===== src/rtl/id_ex_hazard_ctrl.sv =====
// rtl/id_ex_hazard_ctrl.sv - IF/ID and ID/EX hazard controller (load-use stall FSM, branch flush; optional counters via HAZARD_PERF_CNT_EN)
module id_ex_hazard_ctrl #(
    parameter int LOAD_STALL_CYCLES = 1
) (
    input  logic        clk,
    input  logic        rst,
    input  logic [31:0] Instruction_ID,
    input  logic [31:0] Instruction_EX,
    input  logic        MemRead_EX,
    input  logic        BranchTaken_EX,
    output logic        PCWrite,
    output logic        IFIDWrite,
    output logic        IDEXBubble,
    output logic        IFIDFlush,
    output logic [31:0] StallCount,
    output logic [31:0] FlushCount
);

    // Remaining bubbles after the first one; legal range 1..4 keeps this in 2 bits.
    localparam logic [1:0] STALL_RELOAD = 2'(LOAD_STALL_CYCLES - 1);

    typedef enum logic {
        RUN   = 1'b0,
        STALL = 1'b1
    } state_t;

    state_t     state_q, state_d;
    logic [1:0] cnt_q, cnt_d;

    logic [4:0] rs_id, rt_id, rt_ex;
    logic       load_hz;

    assign rs_id = Instruction_ID[25:21];
    assign rt_id = Instruction_ID[20:16];
    assign rt_ex = Instruction_EX[20:16];

    // Only the register fields matter here; the remaining instruction bits are sunk.
    logic unused_instr_bits;
    assign unused_instr_bits = ^{Instruction_ID[31:26], Instruction_ID[15:0],
                                 Instruction_EX[31:21], Instruction_EX[15:0]};

    // A load writing a non-zero register that the decoding instruction reads.
    assign load_hz = MemRead_EX && (rt_ex != 5'd0) &&
                     ((rt_ex == rs_id) || (rt_ex == rt_id));

    // State register and remaining-stall counter.
    always_ff @(posedge clk or posedge rst) begin
        if (rst) begin
            state_q <= RUN;
            cnt_q   <= 2'd0;
        end else begin
            state_q <= state_d;
            cnt_q   <= cnt_d;
        end
    end

    // Next state: a taken branch always returns to RUN; STALL ignores new hazards.
    always_comb begin
        state_d = state_q;
        cnt_d   = cnt_q;
        case (state_q)
            RUN: begin
                if (!BranchTaken_EX && load_hz && (LOAD_STALL_CYCLES > 1)) begin
                    state_d = STALL;
                    cnt_d   = STALL_RELOAD;
                end
            end
            STALL: begin
                if (BranchTaken_EX || (cnt_q == 2'd1)) begin
                    state_d = RUN;
                    cnt_d   = 2'd0;
                end else begin
                    cnt_d = cnt_q - 2'd1;
                end
            end
            default: begin
                state_d = RUN;
                cnt_d   = 2'd0;
            end
        endcase
    end

    // Outputs: reset forces a NOP everywhere, flush beats stall, stall freezes fetch/decode.
    always_comb begin
        PCWrite    = 1'b1;
        IFIDWrite  = 1'b1;
        IDEXBubble = 1'b0;
        IFIDFlush  = 1'b0;
        if (rst) begin
            PCWrite    = 1'b0;
            IFIDWrite  = 1'b0;
            IDEXBubble = 1'b1;
            IFIDFlush  = 1'b1;
        end else if (BranchTaken_EX) begin
            IDEXBubble = 1'b1;
            IFIDFlush  = 1'b1;
        end else if ((state_q == STALL) || load_hz) begin
            PCWrite    = 1'b0;
            IFIDWrite  = 1'b0;
            IDEXBubble = 1'b1;
        end
    end

`ifdef HAZARD_PERF_CNT_EN
    logic        stall_active, flush_active;
    logic [31:0] stall_cnt_q, flush_cnt_q;

    assign stall_active = !rst && !PCWrite;
    assign flush_active = !rst && IFIDFlush;

    // Saturating event counters; they stop at all-ones rather than wrap.
    always_ff @(posedge clk or posedge rst) begin
        if (rst) begin
            stall_cnt_q <= 32'h0;
            flush_cnt_q <= 32'h0;
        end else begin
            if (stall_active && (stall_cnt_q != 32'hFFFF_FFFF))
                stall_cnt_q <= stall_cnt_q + 32'h1;
            if (flush_active && (flush_cnt_q != 32'hFFFF_FFFF))
                flush_cnt_q <= flush_cnt_q + 32'h1;
        end
    end

    assign StallCount = stall_cnt_q;
    assign FlushCount = flush_cnt_q;
`else
    assign StallCount = 32'h0;
    assign FlushCount = 32'h0;
`endif

endmodule

===== config.mk =====
export PLATFORM = sky130hd
export DESIGN_NAME = id_ex_hazard_ctrl
export DESIGN_NICKNAME = d
export VERILOG_FILES = /design/src/rtl/id_ex_hazard_ctrl.sv
export SDC_FILE = /design/constraint.sdc
export NUM_CORES = 1
export LEC_CHECK = 0
export ABC_AREA = 1
export BUFFER_PORTS_ARGS = -buffer_cell sky130_fd_sc_hd__buf_2
export CAP_MARGIN = 20
export CORE_MARGIN = 2
export CORE_UTILIZATION = 31
export DETAILED_ROUTE_END_ITERATION = 10
export GPL_TIMING_DRIVEN = 0
export MAX_ROUTING_LAYER = met4
export PLACE_DENSITY = 0.88
export SYNTH_ARGS = -nofsm -noshare
export SYNTH_HDL_FRONTEND = slang
export SYNTH_SLANG_ARGS = --single-unit

===== constraint.sdc =====
create_clock -name clk -period 1.5 [get_ports clk]
set_input_delay 0.075 -clock clk [delete_from_list [all_inputs] [get_ports clk]]
set_output_delay 0.075 -clock clk [all_outputs]
set_load 0.05 [all_outputs]

==> results by group <==
Status
  – Status: complete, no violations

Power
  – Sw frac: 57.9%
  – Sw power: 0.487 mW
  – Leak: 0.909 nW
  – Clock power share: 16.3%
  – Sequential share of power: 11.0%
  – Gate power share: 72.7%
  – Int Power: 0.354 mW
  – VDD IR max: 0.000671 V
  – P per Cell Area: 662 nW/um2

Global routing
  – Overflow after GRT: 0
  – Global-route wire length before repair: 2180 um
  – Largest net degree at the start of global routing: 5
  – Number of global-route vias before repair: 582
  – Gr usage total: 8.61%
  – Antenna violations before repair: 0

Layout
  – Fin nets: 294
  – Ant diodes: 0
  – Share of cells above drive strength 1: 42.9%
  – Area delta synth->final: 49.4%

Clock tree
  – CTS Buffer Depth: 2
  – CTS Buf Count: 3
  – Clk sinks: 3
  – H-tree depth: 1
  – Root buffer cell: clkbuf_4
  – Later-pin clock latency in the skew report: 230 ps
  – Resized Gates After CTS: 0
  – CTS tree: built
  – Clk slew on worst S/H paths: 40 ps

Die
  – Die X-Extent: 56.4 um
  – Full die area: 3180 um2
  – Rows: 18
  – Starting Density: 33.4%
  – Die height: 56.4 um
  – I/O Pins: 136
  – Core footprint: 2540 um2

Yosys
  – Synthesis Warnings: 0
  – Most frequent cell after synthesis: buf_4
  – Yosys reg bits: 3
  – Area leader, netlist: buf_4
  – Avg Inst Size Synth: 6.35 um2
  – FFs w/ async S/R, synth: 100%
  – Synth area leaders: buf_4, nand2_1, dfrtp_1, inv_1, nor2_1
  – Number of synthesized flops with an enable pin: 0
  – Commonest register cell after synthesis: dfrtp_1
  – Cell Area, Synth: 851 um2
  – Most instantiated cells after synthesis: buf_4, nand2_1, inv_1, nor2_1, inv_2
  – Post-Syn Instances: 134
  – Synth cell types: 17
  – Seq/Total Area, Yosys: 8.82%
  – Share of the synthesized area in the top cell type: 57.4%

Critical path
  – CP Launch Type: flop
  – Critical-path maximum fanout: 3
  – Crit. End Element: primary output
  – Crit path kind: reg -> out
  – Req. time, crit path: 1420 ps
  – Crit path DAT: 1240 ps
  – Reg2reg setup slack: 430 ps

Routing
  – Initial DRT Pass Iterations: 2
  – DRT Wirelength: 1460 um
  – Antenna viol nets, final: 0
  – Vias: 770
  – DRC: 0
  – Wire per inst: 5.74 um
  – First DRT Iteration DRCs: 3
  – Routed vias/inst: 3.03

Timing
  – Hold_ws: 50.0 ps
  – Fin crit period: 1310 ps
  – Final period utilization: 87.7%
  – Final clock skew: 1.88 ps
  – Slew Limit Fails: 0
  – Post-Route Setup TNS: 0 ps
  – Hold Violations, Final: 0
  – Final-report setup violation count: 0
  – Fmax: 761 MHz
  – RSZ-0062 raised after global routing: no

Hold path
  – Worst Hold Class: in -> reg

Placed design
  – Hpwl dp: 1420 um
  – GPL Wtd Cong: 0.708
  – IO buf count: 22

Flow run
  – MaxCap Viol Count: 0
==> area by class of cell <==
cell class | instances | area [um2]
flip-flops and latches | 3 | 75.1
well taps | 30 | 37.5
inverters | 19 | 71.3
repair buffers | 23 | 120
clock buffers | 4 | 26.3
multi-input cells | 110 | 453
fillers | 276 | 1270
plain buffers | 65 | 488
==> power by group through the flow <==
stage | sequential [mW] | clock [mW] | combinational [mW]
after global routing | 0.0930 | 0.157 | 0.644
after floorplan | 0.0926 | 0 | 0.557
final | 0.0924 | 0.137 | 0.612
after global placement | 0.0929 | 0 | 0.600
after detailed placement | 0.0934 | 0 | 0.604
after CTS | 0.0924 | 0.144 | 0.607
==> critical path, stage by stage (launching register included) <==
cell	delay, ps
dfrtp_1	390
inv_2	80
nand2_1	60
a21oi_2	120
buf_4	110
buf_2	250
==> flip-flops by register name, indices dropped and copies added (netlist names) <==
register  cells
state_q       1
cnt_q         2
==> per-stage QoR <==
| stage | utilization (%) | worst slack [ps] | std cells | power [mW] | instance area (um2) |
|---|---|---|---|---|---|
| floorplan | - | 92.6 | 197 | 0.650 | 1090 |
| global placement | 48.5 | 265 | 249 | 0.693 | 1230 |
| detailed placement | 48.5 | 247 | 249 | 0.698 | 1230 |
| CTS | 50.0 | 166 | 254 | 0.843 | 1270 |
| global route | 50.0 | 83.0 | 254 | 0.893 | 1270 |
| finish | 50.0 | 185 | 254 | 0.841 | 1270 |
==> cell families (layout without fill, tap and decap cells) <==
group                      count (synthesis)  count (layout)  synth area share, %
buffers and inverters                     84             111                 65.7
AOI/OAI and AO/OA                          4               4                 2.79
other                                      1              64                0.441
adders and majority gates                  1               1                 1.47
and+or+nand+nor                           39              39                 18.7
DFF                                        3               3                 8.82
xor gates and xnor gates                   2               2                 2.06
==> layer usage <==
layer  share of wire [%]  vias up  global-route usage (%)
met5                   0        -                       -
met4                   0        0                    3.06
met3                  14        0                    1.84
met2                  50       52                    16.5
met1                  37      272                    8.45
li1                    -      446                       -
==> worst paths after layout <==
check                          startpoint       end  cells past startpoint
max                               state_q   PCWrite                      5
min in group asynchronous             rst   state_q                      3
max reg2reg                      cnt_q[0]  cnt_q[0]                      4
max in group asynchronous             rst  cnt_q[0]                      3
min reg2reg                      cnt_q[0]  cnt_q[0]                      1
min                        BranchTaken_EX   state_q                      2
==> placed cells by master, fill, tap and decap left out, types with 2 or more instances in the layout <==
| master | count |
|---|---|
| buf_2 | 22 |
| conb_1 | 64 |
| nor2_1 | 8 |
| xnor2_1 | 2 |
| clkbuf_4 | 3 |
| nand3_1 | 3 |
| buf_4 | 65 |
| inv_2 | 4 |
| dfrtp_1 | 3 |
| nand2_1 | 26 |
| inv_1 | 14 |
==> repair_timing <==
action                                 CTS  global route
endpoints found under the hold margin    3             0
buffers inserted                         0             0
hold buffers                             1             0
Note: power is estimated with default switching activity, not from simulation.
